`config.mk`:
```
export PLATFORM = sky130hd
export DESIGN_NAME = sonar_ranger
export DESIGN_NICKNAME = d
export VERILOG_FILES = /design/src/rtl/sonar_pkg.sv /design/src/rtl/ranger_div.sv /design/src/rtl/sonar_ranger.sv
export SDC_FILE = /design/constraint.sdc
export NUM_CORES = 1
export LEC_CHECK = 0
export BUFFER_PORTS_ARGS = -buffer_cell sky130_fd_sc_hd__buf_2
export CORE_ASPECT_RATIO = 1.25
export CORE_MARGIN = 2
export CORE_UTILIZATION = 61
export CTS_CLUSTER_DIAMETER = 100
export DETAILED_ROUTE_END_ITERATION = 6
export PLACE_DENSITY = 0.83
export SLEW_MARGIN = 20
export SYNTH_ARGS = -nofsm -noshare
export SYNTH_HDL_FRONTEND = slang
export SYNTH_SLANG_ARGS = --single-unit
```
`constraint.sdc`:
```
create_clock -name clk -period 2.3 [get_ports clk]
set_input_delay 0 -clock clk [delete_from_list [all_inputs] [get_ports clk]]
set_output_delay 0 -clock clk [all_outputs]
set_load 0.005 [all_outputs]
```
`src/rtl/sonar_pkg.sv`:
```
// Shared HC-SR04 ranging definitions: controller state encoding and default timing
// constants used by both the ranging controller and the echo-width measurer.
package sonar_pkg;

  typedef enum logic [2:0] {
    ST_IDLE = 3'd0,
    ST_TRIG = 3'd1,
    ST_WAIT = 3'd2,
    ST_DIV  = 3'd3,
    ST_HOLD = 3'd4
  } state_t;

  localparam int unsigned CLK_HZ             = 50_000_000;
  localparam int unsigned TRIG_CYCLES_DEF    = 600;
  localparam int unsigned PERIOD_CYCLES_DEF  = 2_500_000;
  localparam int unsigned TIMEOUT_CYCLES_DEF = 1_900_000;
  localparam int unsigned CYC_PER_CM_DEF     = 2900;
  localparam int unsigned MAX_CM_DEF         = 400;

endpackage

```
`src/rtl/ranger_div.sv`:
```
// Restoring divider, 32-bit dividend by a constant divisor, one quotient bit per cycle.
// Latency: done pulses 32 cycles after start; a start while running restarts the divide.
module ranger_div
  import sonar_pkg::*;
#(
  parameter int unsigned DIVISOR = CYC_PER_CM_DEF
) (
  input  logic        clk,
  input  logic        rst,
  input  logic        start,
  input  logic [31:0] dividend,
  output logic        done,
  output logic [31:0] quotient
);

  localparam logic [32:0] DIV_W = 33'(DIVISOR);

  logic [31:0] rem;
  logic [31:0] quo;
  logic [4:0]  cnt;
  logic        running;
  logic [32:0] rem_sh;
  logic        fits;
  logic [31:0] rem_nx;

  // Remainder always stays below DIVISOR, so the shifted value fits in 33 bits.
  always_comb begin
    rem_sh = {rem, quo[31]};
    fits   = (rem_sh >= DIV_W);
    rem_nx = fits ? 32'(rem_sh - DIV_W) : rem_sh[31:0];
  end

  always_ff @(posedge clk or negedge rst) begin
    if (!rst) begin
      rem     <= '0;
      quo     <= '0;
      cnt     <= '0;
      running <= 1'b0;
      done    <= 1'b0;
    end else begin
      done <= 1'b0;
      if (start) begin
        rem     <= '0;
        quo     <= dividend;
        cnt     <= '0;
        running <= 1'b1;
      end else if (running) begin
        rem <= rem_nx;
        quo <= {quo[30:0], fits};
        cnt <= cnt + 1'b1;
        if (cnt == 5'd31) begin
          running <= 1'b0;
          done    <= 1'b1;
        end
      end
    end
  end

  assign quotient = quo;

endmodule

```
`src/rtl/sonar_ranger.sv`:
```
// HC-SR04 ranging controller: periodic trigger, echo result capture, cm conversion, timeout.
// Latency: range_valid 34 cycles after the meas_valid edge; no backpressure, results are pulses.
module sonar_ranger
  import sonar_pkg::*;
#(
  parameter int unsigned TRIG_CYCLES    = TRIG_CYCLES_DEF,
  parameter int unsigned PERIOD_CYCLES  = PERIOD_CYCLES_DEF,
  parameter int unsigned TIMEOUT_CYCLES = TIMEOUT_CYCLES_DEF,
  parameter int unsigned CYC_PER_CM     = CYC_PER_CM_DEF,
  parameter int unsigned MAX_CM         = MAX_CM_DEF
) (
  input  logic        clk,
  input  logic        rst,
  input  logic        enable,
  output logic        trigger,
  input  logic        meas_valid,
  input  logic [31:0] meas_cycles,
  output logic        range_valid,
  output logic [15:0] range_cm,
  output logic        out_of_range,
  output logic        timeout,
  output logic        busy
);

  localparam int TW = $clog2(TRIG_CYCLES) + 1;
  localparam int WW = $clog2(TIMEOUT_CYCLES) + 1;
  localparam int PW = $clog2(PERIOD_CYCLES) + 1;

  localparam logic [TW-1:0] TRIG_LAST = TW'(TRIG_CYCLES - 1);
  localparam logic [WW-1:0] WAIT_LAST = WW'(TIMEOUT_CYCLES - 1);
  localparam logic [PW-1:0] PER_LAST  = PW'(PERIOD_CYCLES - 1);
  localparam logic [31:0]   MAX_Q     = 32'(MAX_CM);
  localparam logic [15:0]   MAX_RANGE = 16'(MAX_CM);

  state_t state, state_nx;

  logic [TW-1:0] trig_cnt;
  logic [WW-1:0] wait_cnt;
  logic [PW-1:0] per_cnt;
  logic          meas_valid_q;
  logic          meas_edge;
  logic [31:0]   meas_q;
  logic          div_start;
  logic          div_done;
  logic [31:0]   div_quo;

  logic          range_valid_nx;
  logic          timeout_nx;
  logic          out_of_range_nx;
  logic [15:0]   range_cm_nx;

  assign meas_edge = meas_valid & ~meas_valid_q;

  ranger_div #(
    .DIVISOR(CYC_PER_CM)
  ) u_div (
    .clk      (clk),
    .rst      (rst),
    .start    (div_start),
    .dividend (meas_q),
    .done     (div_done),
    .quotient (div_quo)
  );

  always_comb begin
    state_nx        = state;
    range_valid_nx  = 1'b0;
    timeout_nx      = 1'b0;
    range_cm_nx     = range_cm;
    out_of_range_nx = out_of_range;
    case (state)
      ST_IDLE: if (enable) state_nx = ST_TRIG;
      ST_TRIG: if (trig_cnt == TRIG_LAST) state_nx = ST_WAIT;
      ST_WAIT: begin
        if (meas_edge) begin
          state_nx = ST_DIV;
        end else if (wait_cnt == WAIT_LAST) begin
          state_nx   = ST_HOLD;
          timeout_nx = 1'b1;
        end
      end
      ST_DIV: begin
        if (div_done) begin
          state_nx       = ST_HOLD;
          range_valid_nx = 1'b1;
          if (div_quo > MAX_Q) begin
            range_cm_nx     = MAX_RANGE;
            out_of_range_nx = 1'b1;
          end else begin
            range_cm_nx     = div_quo[15:0];
            out_of_range_nx = 1'b0;
          end
        end
      end
      // >= covers a period that already expired before HOLD was reached.
      ST_HOLD: if (per_cnt >= PER_LAST) state_nx = enable ? ST_TRIG : ST_IDLE;
      default: state_nx = ST_IDLE;
    endcase
  end

  always_ff @(posedge clk or negedge rst) begin
    if (!rst) begin
      state        <= ST_IDLE;
      trig_cnt     <= '0;
      wait_cnt     <= '0;
      per_cnt      <= '0;
      meas_valid_q <= 1'b0;
      meas_q       <= '0;
      div_start    <= 1'b0;
      trigger      <= 1'b0;
      busy         <= 1'b0;
      range_valid  <= 1'b0;
      timeout      <= 1'b0;
      range_cm     <= '0;
      out_of_range <= 1'b0;
    end else begin
      state        <= state_nx;
      meas_valid_q <= meas_valid;
      trigger      <= (state_nx == ST_TRIG);
      busy         <= (state_nx != ST_IDLE);
      range_valid  <= range_valid_nx;
      timeout      <= timeout_nx;
      range_cm     <= range_cm_nx;
      out_of_range <= out_of_range_nx;
      div_start    <= (state == ST_WAIT) && meas_edge;
      if ((state == ST_WAIT) && meas_edge) meas_q <= meas_cycles;
      trig_cnt <= (state == ST_TRIG) ? trig_cnt + 1'b1 : '0;
      wait_cnt <= (state == ST_WAIT) ? wait_cnt + 1'b1 : '0;
      // Period counter restarts on every trigger rise and idles with the controller.
      if ((state_nx == ST_TRIG) && (state != ST_TRIG)) per_cnt <= '0;
      else if (state != ST_IDLE) per_cnt <= per_cnt + 1'b1;
    end
  end

endmodule

```
==> summary.md <==
| Metric | Value |
|---|---|
| Fill count | 909 |
| Crit path DAT | 2.64 ns |
| H-tree Lvls | 4 |
| Async SR Flop Fraction | 100% |
| Hold path depth | 5 |
| WL/cell | 16.7 um |
| Critical Path Start | u_div.rem[6]$_DFFE_PN0P_ |
| Post-synth EDFFs | 0 |
| Minimum clock period | 2.31 ns |
| WP data required | 2.63 ns |
| Post-Synth Adder-Cell Area | 0.975% |
| Die W | 113 um |
| Netlist cell types | 72 |
| Reg area | 0.00464 mm2 |
| CTS tree | done |
| DRC Markers | 0 |
| CORE AREA | 0.0144 mm2 |
| Synth Area in Compound Gates | 10.5% |
| Avg Cell Area, Syn | 9.66 um2 |
| Reg2reg setup slack | -0.009 ns |
| XOR/XNOR Fraction of Synth Area | 5.46% |
| Die height | 140 um |
| RSZ-0062 raised after global routing | yes |
| Via density | 5.96 |
| TritonCTS buffer count | 17 |
| Vias in the first global route | 7259 |
| Tot GR Track Use | 27.2% |
| Hold slack | 0.0354 ns |
| Area Overhead vs Synth | 19.0% |
| Cell with the most instances after synthesis | dfrtp_1 |
| Root Buffer | clkbuf_16 |
| Site Rows | 49 |
| Fmax | 0.433 GHz |
| Top post-synthesis cells by area | dfrtp_1 (52%), nand2_1 (6.9%), nor2_1 (4.5%), mux2i_1 (4.0%), xor2_1 (3.5%) |
| Yosys top cell by area | dfrtp_1 |
| Worst Hold Class | in2reg |
| Main combinational cell family by area after synthesis | simple AND/OR/NAND/NOR gates |
| Setup crit start kind | flop |
| Critical Path Fanout Max | 8 |
| Reg-to-Reg End | u_div.rem[19]$_DFFE_PN0P_ |
| Post-DRT Antenna Nets | 0 |
| Antenna violations before repair | 0 |
| N_diodes | 0 |
| Worst R2R Start | u_div.rem[6]$_DFFE_PN0P_ |
| Final setup violation count | 1 |
| DRT Pass-1 Iters | 5 |
| Starting Density | 62.4% |
| PD cells | 636 mW/mm2 |
| Net Count, Synth | 973 |
| Fin Setup TNS | -0.00917 ns |
| Final RePlAce weighted congestion | 0.855 |
| CP cell instances | or3_4 -> o2111ai_4 -> and2b_4 -> o21ai_4 -> or4_4 -> a311oi_2 |
| Failing checks | negative setup slack |
| Clk_lat worst skew | 0.43 ns |
| Post-Syn Area | 0.00898 mm2 |
| Post-synthesis sequential area ratio | 51.5% |
| Reg2Reg Depth | 6 |
| Slew @ Worst Pin | 0.726 ns |
| Routed WL | 20500 um |
| Setup crit end | u_div.rem[19]$_DFFE_PN0P_ |
| Die Area | 0.0157 mm2 |
| Max-slew headroom | 51.6% |
| Maximum root-to-sink buffer count | 2 |
| Synthesis warning total | 0 |
| Skew final | 0.00930 ns |
| I/O Buffers | 56 |
| Synth top area share | 51.5% |
| Max-cap violations | 0 |
| Multi-input gate area | 0.00419 mm2 |
| Layout Nets | 1079 |
| Synth Instances | 930 |
| LEAKAGE | 4.84 nW |
| Mux contribution to synthesized area | 4.14% |
| Max Slew Vio Count | 0 |
| Clock Pin Slew Worst Setup and Hold Paths | 0.07 ns |
| Via count of the routed design | 7312 |
| IO Count | 57 |
| Largest net degree at the start of global routing | 57 |
| Hold Violations, Final | 0 |
| Clock net sink count | 185 |
| WS Path Type | reg2reg |
| Top post-synthesis cells by count | dfrtp_1 (185), nand2_1 (164), nor2_1 (107) |
| Crit end category | flop |
| Hpwl dp | 12500 um |
| Share of layout cells above drive strength 1 | 17.2% |
| Crit-path max cell delay | 0.48 ns |
| Ys flop type | dfrtp_1 |
| Max stage delay cell, worst path | or4_4 |
| PnR worst setup slack | -0.00917 ns |
| Synth Register Bits | 185 |
| Outcome | complete, but fails checks |
| First-pass GRT wire length | 34800 um |
| Simple-gate share of the synthesized area | 24.1% |
| Initial DRC Count | 637 |
| Crit share post-route | 100% |
| Grt ovf | 0 |
| VDD IR max | 0.549 mV |
-- sequential cells by signal (all words and copies together) (netlist names) --
signal          cells
range_valid         1
trig_cnt           11
timeout             1
u_div.running       1
busy                1
range_cm           16
meas_q             32
per_cnt            23
trigger             1
u_div.cnt           5
u_div.done          1
state               3
div_start           1
u_div.rem          32
out_of_range        1
wait_cnt           22
u_div.quotient     32
meas_valid_q        1
-- area by class of cell --
| type | count | share of cell area (%) |
|---|---|---|
| sequential | 185 | 43.4 |
| multi-input combinational | 684 | 39.2 |
| timing repair buffer | 132 | 9.24 |
| clock buffer | 18 | 4.01 |
| tap | 178 | 2.08 |
| clock inverter | 13 | 1.51 |
| inverter | 16 | 0.562 |
-- repair_timing --
action	4_1_cts	5_1_grt
hold endpoints to repair	183	0
buffers inserted	1	8
hold buffers	34	0
setup endpoints to repair	5	41
pin swaps	1	9
gates resized for setup	3	29
-- power by group --
group / switching, W / leakage [nW] / internal (W)
combinational: 0.000220 / 2.01 / 0.000186
clock: 0.00131 / 0.287 / 0.00163
sequential: 0.000116 / 2.54 / 0.00334
total: 0.00165 / 4.84 / 0.00515
-- kinds of logic after synthesis --
logic type	after synthesis
compound gates	139
xor+xnor	56
fa+ha+maj	7
buf+inv	61
flops	185
mux	37
simple gates	445
-- how the worst min path moves through the flow --
stage / startpoint / endpoint
2_1_floorplan: rst / busy$_DFF_PN0_
3_3_place_gp: rst / wait_cnt[13]$_DFF_PN0_
3_5_place_dp: rst / wait_cnt[12]$_DFF_PN0_
4_1_cts: enable / per_cnt[1]$_DFFE_PN0P_
5_1_grt: enable / per_cnt[1]$_DFFE_PN0P_
6_report: enable / per_cnt[1]$_DFFE_PN0P_
-- critical path, delay by kind of cell (launching register included) --
family | cells | cell delay [ns]
compound gates | 3 | 0.63
flops | 1 | 0.45
simple gates | 3 | 1.12
-- layer usage --
layer	wire length [um]	track usage, %	vias up
met5	0	0	-
met2	10800	47.6	228
met3	963	5.05	40
li1	-	-	3455
met4	370	8.79	0
met1	8380	34.0	3589
-- placed cells by master (no fill, tap or decap), types with 14 or more instances in the layout --
cell	instances
nor4_1	18
xnor2_1	20
clkbuf_16	17
nor2_1	107
nand3_1	23
o21ai_0	53
dfrtp_1	178
or3_1	19
nand2_1	163
buf_4	37
mux2i_1	36
buf_2	55
dlygate4sd3_1	34
a211oi_1	14
nand4_1	17
xor2_1	36
inv_1	15
-- metrics by stage --
step / power (W) / utilization, % / setup slack (ns) / area (um2) / instances
3_5_place_dp: 0.00386 / 66.3 / -0.0347 / 9550 / 1152
6_report: 0.00680 / 74.2 / -0.00917 / 10700 / 1226
2_1_floorplan: 0.00368 / - / 0.143 / 8980 / 930
5_1_grt: 0.00704 / 74.2 / -0.0420 / 10700 / 1226
4_1_cts: 0.00683 / 72.9 / -0.00621 / 10500 / 1218
3_3_place_gp: 0.00383 / 66.3 / 0.0792 / 9550 / 1152
No activity file was read; power rests on OpenSTA's default activity.
